`src/rtl/fifo_32x8.sv`:
```
// rtl/fifo_32x8.sv - 32x8 synchronous FIFO with registered read data; optional sticky ERR output via FIFO_32X8_ERR_EN
module fifo_32x8 (
  input  logic       clk_i,
  input  logic       reset_i,
  input  logic [7:0] data_in_i,
  input  logic       read_i,
  input  logic       write_i,
  input  logic       clear_n_i,
  output logic [7:0] data_out_o,
  output logic       f_full_n_o,
  output logic       f_empty_n_o,
`ifdef FIFO_32X8_ERR_EN
  output logic       err_o,
`endif
  output logic [4:0] use_dw_o
);

  localparam logic [5:0] FULL_COUNT = 6'd32;

  logic [7:0] mem_q [32];
  logic [4:0] wptr_q, wptr_d;
  logic [4:0] rptr_q, rptr_d;
  logic [5:0] count_q, count_d;
  logic [7:0] dout_q, dout_d;
  logic       rd_ok, wr_ok, mem_we;
`ifdef FIFO_32X8_ERR_EN
  logic       err_q, err_d;
`endif

  // Accept/decode logic and next-state for pointers, occupancy and read data
  always_comb begin
    wptr_d  = wptr_q;
    rptr_d  = rptr_q;
    count_d = count_q;
    dout_d  = dout_q;
    mem_we  = 1'b0;
    rd_ok   = read_i && (count_q != 6'd0);
    // A read in the same cycle frees a slot, so a full FIFO can still take a write
    wr_ok   = write_i && ((count_q != FULL_COUNT) || rd_ok);
`ifdef FIFO_32X8_ERR_EN
    err_d   = err_q | (read_i && (count_q == 6'd0)) | (write_i && !wr_ok);
`endif
    if (!clear_n_i) begin
      // Flush drops every request in this cycle and leaves read data untouched
      wptr_d  = 5'd0;
      rptr_d  = 5'd0;
      count_d = 6'd0;
`ifdef FIFO_32X8_ERR_EN
      err_d   = 1'b0;
`endif
    end else begin
      if (rd_ok) begin
        dout_d = mem_q[rptr_q];
        rptr_d = rptr_q + 5'd1;
      end
      if (wr_ok) begin
        mem_we = 1'b1;
        wptr_d = wptr_q + 5'd1;
      end
      unique case ({wr_ok, rd_ok})
        2'b10:   count_d = count_q + 6'd1;
        2'b01:   count_d = count_q - 6'd1;
        default: count_d = count_q;
      endcase
    end
  end

  // State registers; reset wins over flush, which is folded into the _d values
  always_ff @(posedge clk_i) begin
    if (reset_i) begin
      wptr_q  <= 5'd0;
      rptr_q  <= 5'd0;
      count_q <= 6'd0;
      dout_q  <= 8'h00;
`ifdef FIFO_32X8_ERR_EN
      err_q   <= 1'b0;
`endif
    end else begin
      wptr_q  <= wptr_d;
      rptr_q  <= rptr_d;
      count_q <= count_d;
      dout_q  <= dout_d;
`ifdef FIFO_32X8_ERR_EN
      err_q   <= err_d;
`endif
    end
  end

  // Storage array is never reset; only accepted writes update it
  always_ff @(posedge clk_i) begin
    if (!reset_i && mem_we) begin
      mem_q[wptr_q] <= data_in_i;
    end
  end

  assign data_out_o  = dout_q;
  assign f_full_n_o  = (count_q != FULL_COUNT);
  assign f_empty_n_o = (count_q != 6'd0);
  assign use_dw_o    = count_q[4:0];
`ifdef FIFO_32X8_ERR_EN
  assign err_o       = err_q;
`endif

endmodule

```
`config.mk`:
```
export PLATFORM = sky130hd
export DESIGN_NAME = fifo_32x8
export DESIGN_NICKNAME = d
export VERILOG_FILES = /design/src/rtl/fifo_32x8.sv
export SDC_FILE = /design/constraint.sdc
export NUM_CORES = 1
export LEC_CHECK = 0
export CELL_PAD_IN_SITES_DETAIL_PLACEMENT = 0
export CELL_PAD_IN_SITES_GLOBAL_PLACEMENT = 1
export CORE_MARGIN = 3
export CORE_UTILIZATION = 40
export DETAILED_ROUTE_END_ITERATION = 6
export PLACE_DENSITY = 0.61
export SKIP_CTS_REPAIR_TIMING = 1
export SYNTH_ARGS = -nofsm -noshare
export SYNTH_HDL_FRONTEND = slang
export SYNTH_SLANG_ARGS = --single-unit
```
`constraint.sdc`:
```
create_clock -name clk_i -period 8.5 [get_ports clk_i]
set_clock_uncertainty 0.1 [all_clocks]
set_input_delay 1.7 -clock clk_i [delete_from_list [all_inputs] [get_ports clk_i]]
set_output_delay 1.7 -clock clk_i [all_outputs]
set_load 0.05 [all_outputs]
```
==> results of run 1 <==
per-stage QoR:
stage               setup WS, ns  hold WS (ns)  utilization, %  cells
floorplan                   5.11         0.374               -    601
global placement            4.20         0.360            43.3    976
detailed placement          4.13         0.368            43.3    976
CTS                         3.98         0.382            47.1   1032
global route                3.91         0.396            47.1   1032
finish                      4.00         0.376            47.1   1032
Yosys cell counts (2+ instances only):
cell type  number  area share [%]
edfxtp_1      256              69
nor2_1         52             1.8
mux4_2         48             9.8
mux2i_1        37             3.3
dfxtp_1        24             4.3
a21oi_1        20            0.90
clkbuf_1       15            0.51
a22o_1         14             1.1
nand2_1        12            0.41
ha_1            9             1.0
a22oi_1         8            0.54
buf_2           8            0.36
inv_1           8            0.27
o221ai_1        8            0.63
o22ai_1         8            0.45
a2111oi_0       7            0.55
buf_4           7            0.47
xor2_1          7            0.55
nand3_1         5            0.23
nand3b_1        5            0.34
xnor2_1         5            0.40
buf_1           4            0.14
nand4_1         4            0.23
nor2b_1         3            0.17
o31ai_1         3            0.20
a211oi_1        2            0.14
a21o_1          2            0.14
and2_1          2            0.11
or3_1           2            0.11
or3b_2          2            0.16
worst max-delay path by stage:
stage             endpoint  slack [ns]  cells past startpoint       start
4_1_cts        f_empty_n_o        3.98                      3  count_q[3]
2_1_floorplan   count_q[5]        5.11                      8      read_i
6_report       f_empty_n_o        4.00                      3  count_q[4]
5_1_grt        f_empty_n_o        3.91                      3  count_q[3]
3_5_place_dp   mem_q[0][2]        4.13                      5      read_i
3_3_place_gp   mem_q[1][2]        4.20                      5      read_i
flip-flops by register name, indices dropped and copies added (netlist names):
register    cells
rptr_q          5
count_q         6
mem_q         256
wptr_q          5
data_out_o      8
power by group through the flow:
stage | Clock [mW] | Sequential [mW] | Combinational, mW
after detailed placement | 0 | 1.54 | 0.111
final | 1.30 | 1.51 | 0.109
after global routing | 1.39 | 1.51 | 0.118
after CTS | 1.33 | 1.51 | 0.111
after floorplan | 0 | 1.54 | 0.0606
after global placement | 0 | 1.54 | 0.109
cell families (layout without fill, tap and decap cells):
logic type	after synthesis	count (layout)	synth area share, %
muxes	85	85	13.1
AOI/OAI and AO/OA	79	79	5.40
adders and majority gates	10	10	1.20
buffers and inverters	43	102	1.82
DFF	280	280	73.7
xor gates and xnor gates	12	12	0.948
and+or+nand+nor	92	92	3.87
routing by layer:
layer	wire length, µm	vias up	GRT usage (%)	share of wire, %
met2	12200	174	28.5	49
met4	510	4	4.48	2.0
met3	1620	45	4.25	6.5
met1	10700	2838	23.2	43
li1	-	2494	-	-
met5	22	-	0	0.088
worst max-delay path: stages (launching register included):
cell and delay [ns]:
dfxtp_1 0.35, or4_1 0.65, or3_2 0.45, clkdlybuf4s50_1 0.71
final cells by class:
type | count | area share (%)
flip-flops and latches | 280 | 64.1
multi-input cells | 278 | 21.3
inverters | 8 | 0.235
well taps | 372 | 3.65
clock inverters | 7 | 0.324
clock buffers | 49 | 7.73
repair buffers | 38 | 2.73
==> impl_metrics.env, run 1 <==
export IMPL_worstSetupPathType="reg2out"
export IMPL_grt_max_degree=51
export IMPL_synthCells=601
export IMPL_avgSynthCellArea_um2=18.4
export IMPL_switchingPower_uw=588
export IMPL_comb_power_share_pct=3.7
export IMPL_fill_cells=2257
export IMPL_io_pin_count=28
export IMPL_tightest_slew_ns=1.27
export IMPL_hp_class="reg2reg"
export IMPL_reg2reg_to="data_out_o[3]"
export IMPL_end_kind="output pin"
export IMPL_p_clk_share_pct=44.5
export IMPL_setup_violations_final=0
export IMPL_area_growth_pct=15.1
export IMPL_synthFlopType="edfxtp_1"
export IMPL_die_h_um=172
export IMPL_status="completed"
export IMPL_mostFrequentLayoutCell="edfxtp_1"
export IMPL_port_buffer_count=27
export IMPL_placed_area_um2=11700
export IMPL_die_w_um=172
export IMPL_numCtsBuffers=30
export IMPL_start_util_pct=40.9
export IMPL_synth_seq_cells=280
export IMPL_seq_area_frac_synth_pct=73.7
export IMPL_cts_tree="done"
export IMPL_drive_gt1_share_pct=18.0
export IMPL_core_area_um2=27100
export IMPL_rsz0062_at_grt="no"
export IMPL_vias=5555
export IMPL_power_mw=2.92
export IMPL_async_reset_ff_share_pct=0
export IMPL_p_sw_share_pct=20.1
export IMPL_crit_arrival_ns=2.70
export IMPL_ff2ff_path_depth=6
export IMPL_min_delay_start="data_out_o[6]"
export IMPL_cts_sinks=280
export IMPL_gr_usage_all_layers_pct=17.3
export IMPL_grt_ovfl_total=0
export IMPL_postRouteAntennaNets=0
export IMPL_antenna_found_initial=3
export IMPL_drtPass1Iterations=7
export IMPL_worst_setup_path_start_kind="flip-flop"
export IMPL_routed_via_density=5.38
export IMPL_final_area_um2=12800
export IMPL_drv_cap=0
export IMPL_seq_area_um2=8170
export IMPL_drt_iter0_markers=405
export IMPL_critPathMaxFanout=7
export IMPL_grt_pass1_wl_mm=37.5
export IMPL_clock_latency_ns=0.54
export IMPL_htree_levels=1
export IMPL_hold_viol=0
export IMPL_dp_hpwl_mm=15.5
export IMPL_slew_headroom_pct=15.3
export IMPL_pwr_share_seq_pct=51.8
export IMPL_rows=60
export IMPL_synth_warnings=0
export IMPL_antennaDiodeCount=0
export IMPL_synth_area_um2=11100
export IMPL_clockBufferDepth=3
export IMPL_p_int_mw=2.34
export IMPL_ir_drop_v=0.000135
export IMPL_maxSlewViolCount=0
export IMPL_p_leak_nw=3.92
export IMPL_drc=0
export IMPL_cts_clk_slew_worst_paths_ns=0.06
export IMPL_die_area_um2=29700
export IMPL_gp_congestion=0.806
export IMPL_routedWlPerCell_um=24.3
export IMPL_fin_nets=659
export IMPL_worstHoldPathCells=1
export IMPL_powerDensity_nw_per_um2=229
export IMPL_grt_pass1_vias=5845
export IMPL_period_share_pct=53.0
export IMPL_drt_total_wl_mm=25.0
export IMPL_cp_required_ns=6.70
export IMPL_finalSetupTns_ns=0
export IMPL_r2r_setup_slack_ns=5.28
export IMPL_final_cell_mix="edfxtp_1 (256), nor2_1 (52), mux4_2 (48), mux2i_1 (37), clkbuf_16 (33)"
export IMPL_holdPathEnd="data_out_o[6]"
export IMPL_cts_root_buf="clkbuf_16"
export IMPL_finalCriticalPeriod_ns=4.50
export IMPL_synth_nets=624
export IMPL_yosysUniqueCellTypes=44
export IMPL_multi_input_area_um2=2720
export IMPL_rr_startpoint="rptr_q[0]"
export IMPL_max_freq_mhz=222
export IMPL_synth_enable_flop_cells=256
Note: power is estimated with default switching activity, not from simulation.
==> run 2: changes to the inputs <==
==> constraint.sdc (replaced) <==
create_clock -name clk_i -period 4.4 [get_ports clk_i]
set_clock_uncertainty 0.1 [all_clocks]
set_input_delay 0.88 -clock clk_i [delete_from_list [all_inputs] [get_ports clk_i]]
set_output_delay 0.88 -clock clk_i [all_outputs]
set_load 0.05 [all_outputs]
==> impl_metrics.env, run 2 (same netlist as run 1, synthesis figures left out) <==
export IMPL_port_buffer_count=27
export IMPL_multi_input_area_um2=2720
export IMPL_final_area_um2=12900
export IMPL_cts_clk_slew_worst_paths_ns=0.06
export IMPL_antennaDiodeCount=0
export IMPL_grt_pass1_vias=5923
export IMPL_switchingPower_mw=1.15
export IMPL_routed_via_density=5.39
export IMPL_antenna_found_initial=0
export IMPL_area_growth_pct=16.8
export IMPL_die_w_um=172
export IMPL_p_leak_nw=4.00
export IMPL_finalCriticalPeriod_ns=3.69
export IMPL_mostFrequentLayoutCell="edfxtp_1"
export IMPL_powerDensity_nw_per_um2=457
export IMPL_cts_tree="done"
export IMPL_drv_cap=0
export IMPL_critPathMaxStageDelay_ns=0.71
export IMPL_rsz0062_at_grt="no"
export IMPL_tightest_slew_ns=1.25
export IMPL_die_h_um=172
export IMPL_max_freq_mhz=271
export IMPL_comb_power_share_pct=3.5
export IMPL_drc=0
export IMPL_worst_setup_path_start_kind="flip-flop"
export IMPL_p_int_mw=4.77
export IMPL_period_share_pct=83.9
export IMPL_vias=5612
export IMPL_cts_sinks=280
export IMPL_p_sw_share_pct=19.5
export IMPL_crit_slowest_cell="clkdlybuf4s50_1"
export IMPL_fill_cells=2249
export IMPL_largest_reg_flops=256
export IMPL_end_kind="output pin"
export IMPL_path_buf_inv=1
export IMPL_finalSetupTns_ns=0
export IMPL_numCtsBuffers=30
export IMPL_grt_max_degree=43
export IMPL_status="completed"
export IMPL_fin_nets=668
export IMPL_regMostFlops="mem_q"
export IMPL_htree_levels=1
export IMPL_start_util_pct=40.9
export IMPL_dp_hpwl_mm=15.5
export IMPL_hp_class="reg2reg"
export IMPL_core_area_um2=27100
export IMPL_routedWlPerCell_um=23.6
export IMPL_final_cell_mix="edfxtp_1 (256), nor2_1 (52), mux4_2 (48), mux2i_1 (37), clkbuf_16 (31)"
export IMPL_slew_headroom_pct=16.4
export IMPL_rows=60
export IMPL_cp_required_ns=3.42
export IMPL_drtPass1Iterations=5
export IMPL_holdWs_ns=0.376
export IMPL_crit_arrival_ns=2.71
export IMPL_gr_usage_all_layers_pct=17.0
export IMPL_drt_iter0_markers=553
export IMPL_critPathTopFamily="simple AND/OR/NAND/NOR gates"
export IMPL_die_area_um2=29700
export IMPL_gp_congestion=0.839
export IMPL_hold_viol=0
export IMPL_drive_gt1_share_pct=19.4
export IMPL_postRouteAntennaNets=0
export IMPL_p_clk_share_pct=47.1
export IMPL_clockBufferDepth=3
export IMPL_placed_area_um2=11800
export IMPL_pwr_share_seq_pct=49.4
export IMPL_setup_violations_final=0
export IMPL_grt_ovfl_total=0
export IMPL_critPathMaxFanout=7
export IMPL_seq_area_um2=8170
export IMPL_maxSlewViolCount=0
export IMPL_drt_total_wl_mm=24.5
export IMPL_fin_util_pct=47.8
export IMPL_clock_latency_ns=0.55
export IMPL_cts_root_buf="clkbuf_16"
export IMPL_crit_chain="or4_1, or3_2, clkdlybuf4s50_1"
export IMPL_io_pin_count=28
export IMPL_worstSetupPathType="reg2out"
export IMPL_grt_pass1_wl_mm=37.3
export IMPL_ir_drop_v=0.000232
==> run 2: changes by cell type in the layout (fill, tap and decap cells not counted), sizes merged <==
cell / previous run / this run
buf: 12 / 20
bufinv: 0 / 7
clkbuf: 49 / 39
clkdlybuf4s50: 26 / 27
clkinv: 6 / 4
clkinvlp: 1 / 5
inv: 8 / 9
==> run 2: worst paths after layout <==
check | start | endpoint | slack, ns | depth (start not counted)
setup / recovery | count_q[4] | f_empty_n_o | 0.71 | 3
hold / removal | data_out_o[6] | data_out_o[6] | 0.38 | 1
setup reg to reg | count_q[4] | count_q[5] | 1.28 | 9
hold reg to reg | data_out_o[6] | data_out_o[6] | 0.38 | 1
==> run 2: area by class of cell <==
class | instances | share of cell area [%]
clock buffers | 39 | 6.61
clock inverters | 17 | 2.14
inverters | 8 | 0.232
multi-input cells | 278 | 21.0
flip-flops and latches | 280 | 63.1
well taps | 372 | 3.59
repair buffers | 47 | 3.34
==> run 2: power groups by stage <==
| stage | Sequential [mW] | Clock [mW] | Combinational (mW) |
|---|---|---|---|
| floorplan | 2.98 | 0 | 0.117 |
| global placement | 2.98 | 0 | 0.211 |
| detailed placement | 2.98 | 0 | 0.213 |
| CTS | 2.92 | 2.84 | 0.214 |
| global route | 2.92 | 2.96 | 0.227 |
| finish | 2.92 | 2.79 | 0.209 |
==> run 2: per-stage QoR <==
stage	instances	worst slack [ns]	power, mW
floorplan	601	1.59	3.10
global route	1041	0.618	6.11
detailed placement	985	0.852	3.19
CTS	1041	0.686	5.98
finish	1041	0.711	5.92
global placement	985	0.942	3.19
==> run 2: per-layer routing <==
layer | up-vias | part of all wire, % | wire length [µm] | track usage, %
li1 | 2519 | - | - | -
met1 | 2882 | 43 | 10600 | 23.7
met2 | 165 | 49 | 11900 | 27.9
met3 | 46 | 5.5 | 1340 | 2.77
met4 | 0 | 2.9 | 712 | 5.24
met5 | - | 0 | 0 | 0
==> run 3: changes to the inputs <==
--- a/config.mk
+++ b/config.mk
@@ -10,7 +10,7 @@
 export CORE_MARGIN = 3
 export CORE_UTILIZATION = 40
 export DETAILED_ROUTE_END_ITERATION = 6
-export PLACE_DENSITY = 0.61
+export PLACE_DENSITY = 0.63
 export SKIP_CTS_REPAIR_TIMING = 1
 export SYNTH_ARGS = -nofsm -noshare
 export SYNTH_HDL_FRONTEND = slang
==> constraint.sdc (replaced) <==
create_clock -name clk_i -period 3 [get_ports clk_i]
set_clock_uncertainty 0.1 [all_clocks]
set_input_delay 0.6 -clock clk_i [delete_from_list [all_inputs] [get_ports clk_i]]
set_output_delay 0.6 -clock clk_i [all_outputs]
set_load 0.05 [all_outputs]
==> impl_metrics.env, run 3 (same netlist as run 1, synthesis figures left out) <==
export IMPL_placed_area_um2=12000
export IMPL_hp_class="reg2reg"
export IMPL_worstSetupPathType="reg2out"
export IMPL_gr_usage_all_layers_pct=16.8
export IMPL_place_ws_ns=0.0880
export IMPL_powerDensity_nw_per_um2=632
export IMPL_p_leak_nw=4.04
export IMPL_period_share_pct=97.3
export IMPL_grt_ovfl_total=0
export IMPL_max_freq_mhz=343
export IMPL_clockBufferDepth=3
export IMPL_postRouteAntennaNets=0
export IMPL_start_util_pct=40.9
export IMPL_cts_clk_slew_worst_paths_ns=0.06
export IMPL_htree_levels=1
export IMPL_end_kind="output pin"
export IMPL_gp_congestion=0.806
export IMPL_routed_via_density=5.33
export IMPL_ff2ff_path_depth=9
export IMPL_fill_cells=2259
export IMPL_mostFrequentLayoutCell="edfxtp_1"
export IMPL_numCtsBuffers=29
export IMPL_crit_arrival_ns=2.22
export IMPL_rows=60
export IMPL_holdPathEnd="data_out_o[2]"
export IMPL_finalCriticalPeriod_ns=2.92
export IMPL_tightest_slew_ns=0.990
export IMPL_fin_util_pct=47.8
export IMPL_r2r_setup_slack_ns=0.24
export IMPL_largest_reg_flops=256
export IMPL_io_pin_count=28
export IMPL_cp_required_ns=2.30
export IMPL_cts_tree="done"
export IMPL_drc=0
export IMPL_holdWs_ns=0.377
export IMPL_critPathMaxFanout=6
export IMPL_power_mw=8.17
export IMPL_ir_drop_v=0.000439
export IMPL_status="completed"
export IMPL_rsz0062_at_grt="yes"
export IMPL_die_area_um2=29700
export IMPL_slew_headroom_pct=33.8
export IMPL_worstHoldPathCells=1
export IMPL_regMostFlops="mem_q"
export IMPL_multi_input_area_um2=2720
export IMPL_min_delay_start="data_out_o[2]"
export IMPL_grt_pass1_wl_mm=36.8
export IMPL_setup_violations_final=0
export IMPL_drv_cap=0
export IMPL_drtPass1Iterations=5
export IMPL_grt_pass1_vias=5955
export IMPL_rr_startpoint="count_q[3]"
export IMPL_maxSlewViolCount=0
export IMPL_cts_root_buf="clkbuf_16"
export IMPL_vias=5623
export IMPL_hold_viol=0
export IMPL_finalSetupTns_ns=0
export IMPL_dp_hpwl_mm=15.3
export IMPL_antenna_found_initial=0
export IMPL_final_cell_mix="edfxtp_1 (256), nor2_1 (52), mux4_2 (48), mux2i_1 (37), buf_4 (37)"
export IMPL_clock_latency_ns=0.53
export IMPL_seq_area_um2=8170
export IMPL_drt_total_wl_mm=23.9
export IMPL_finalWorstSetupSlack_ns=0.0824
export IMPL_fin_nets=686
export IMPL_die_w_um=172
export IMPL_finalNonFillerCells=1055
export IMPL_drt_iter0_markers=534
export IMPL_worst_setup_path_start_kind="flip-flop"
export IMPL_core_area_um2=27100
export IMPL_cts_sinks=280
export IMPL_die_h_um=172
export IMPL_grt_max_degree=43
export IMPL_port_buffer_count=27
export IMPL_final_area_um2=12900
export IMPL_routedWlPerCell_um=22.6
export IMPL_area_growth_pct=16.8
export IMPL_drive_gt1_share_pct=21.2
export IMPL_reg2reg_to="count_q[5]"
export IMPL_antennaDiodeCount=0
export IMPL_dpl_cell_count=1004
## run 3: changes by cell type in the layout (fill, tap and decap cells not counted), sizes merged
cell	before	now
buf	20	41
clkinv	4	12
clkinvlp	5	0
clkbuf	39	35
bufinv	7	4
clkdlybuf4s50	27	25
inv	9	8
## run 3: metal layers
metal  global-route usage, %  wire, µm
met2                    27.2     11500
met5                       0         0
met4                    5.35       642
met3                    2.56      1110
met1                    23.5     10600
## run 3: worst max path at each step
stage | from | slack, ns | end
after floorplan | count_q[3] | 0.19 | count_q[5]
after global placement | read_i | 0.1 | count_q[5]
after detailed placement | clear_n_i | 0.09 | mem_q[22][3]
after CTS | count_q[3] | 0.06 | f_empty_n_o
after global routing | count_q[3] | -0.005 | f_full_n_o
final | count_q[3] | 0.08 | f_full_n_o
## run 3: worst max-delay path, cell delays in order (launching register included)
cell	delay [ns]
dfxtp_1	0.34
or4_1	0.58
buf_4	0.18
or3_1	0.37
buf_4	0.22
## run 3: final cells by class
type | instances | area share, %
Clock inverter | 16 | 1.37
Multi-Input combinational cell | 278 | 21.0
Timing Repair Buffer | 66 | 4.63
Tap cell | 372 | 3.60
Inverter | 8 | 0.232
Clock buffer | 35 | 6.01
Sequential cell | 280 | 63.1
## run 3: where the power goes
part | switching, mW | total [mW] | internal, mW
clock network | 1.39 | 3.56 | 2.17
logic | 0.198 | 0.333 | 0.135
registers | 0.0143 | 4.28 | 4.27
total | 1.60 | 8.17 | 6.57
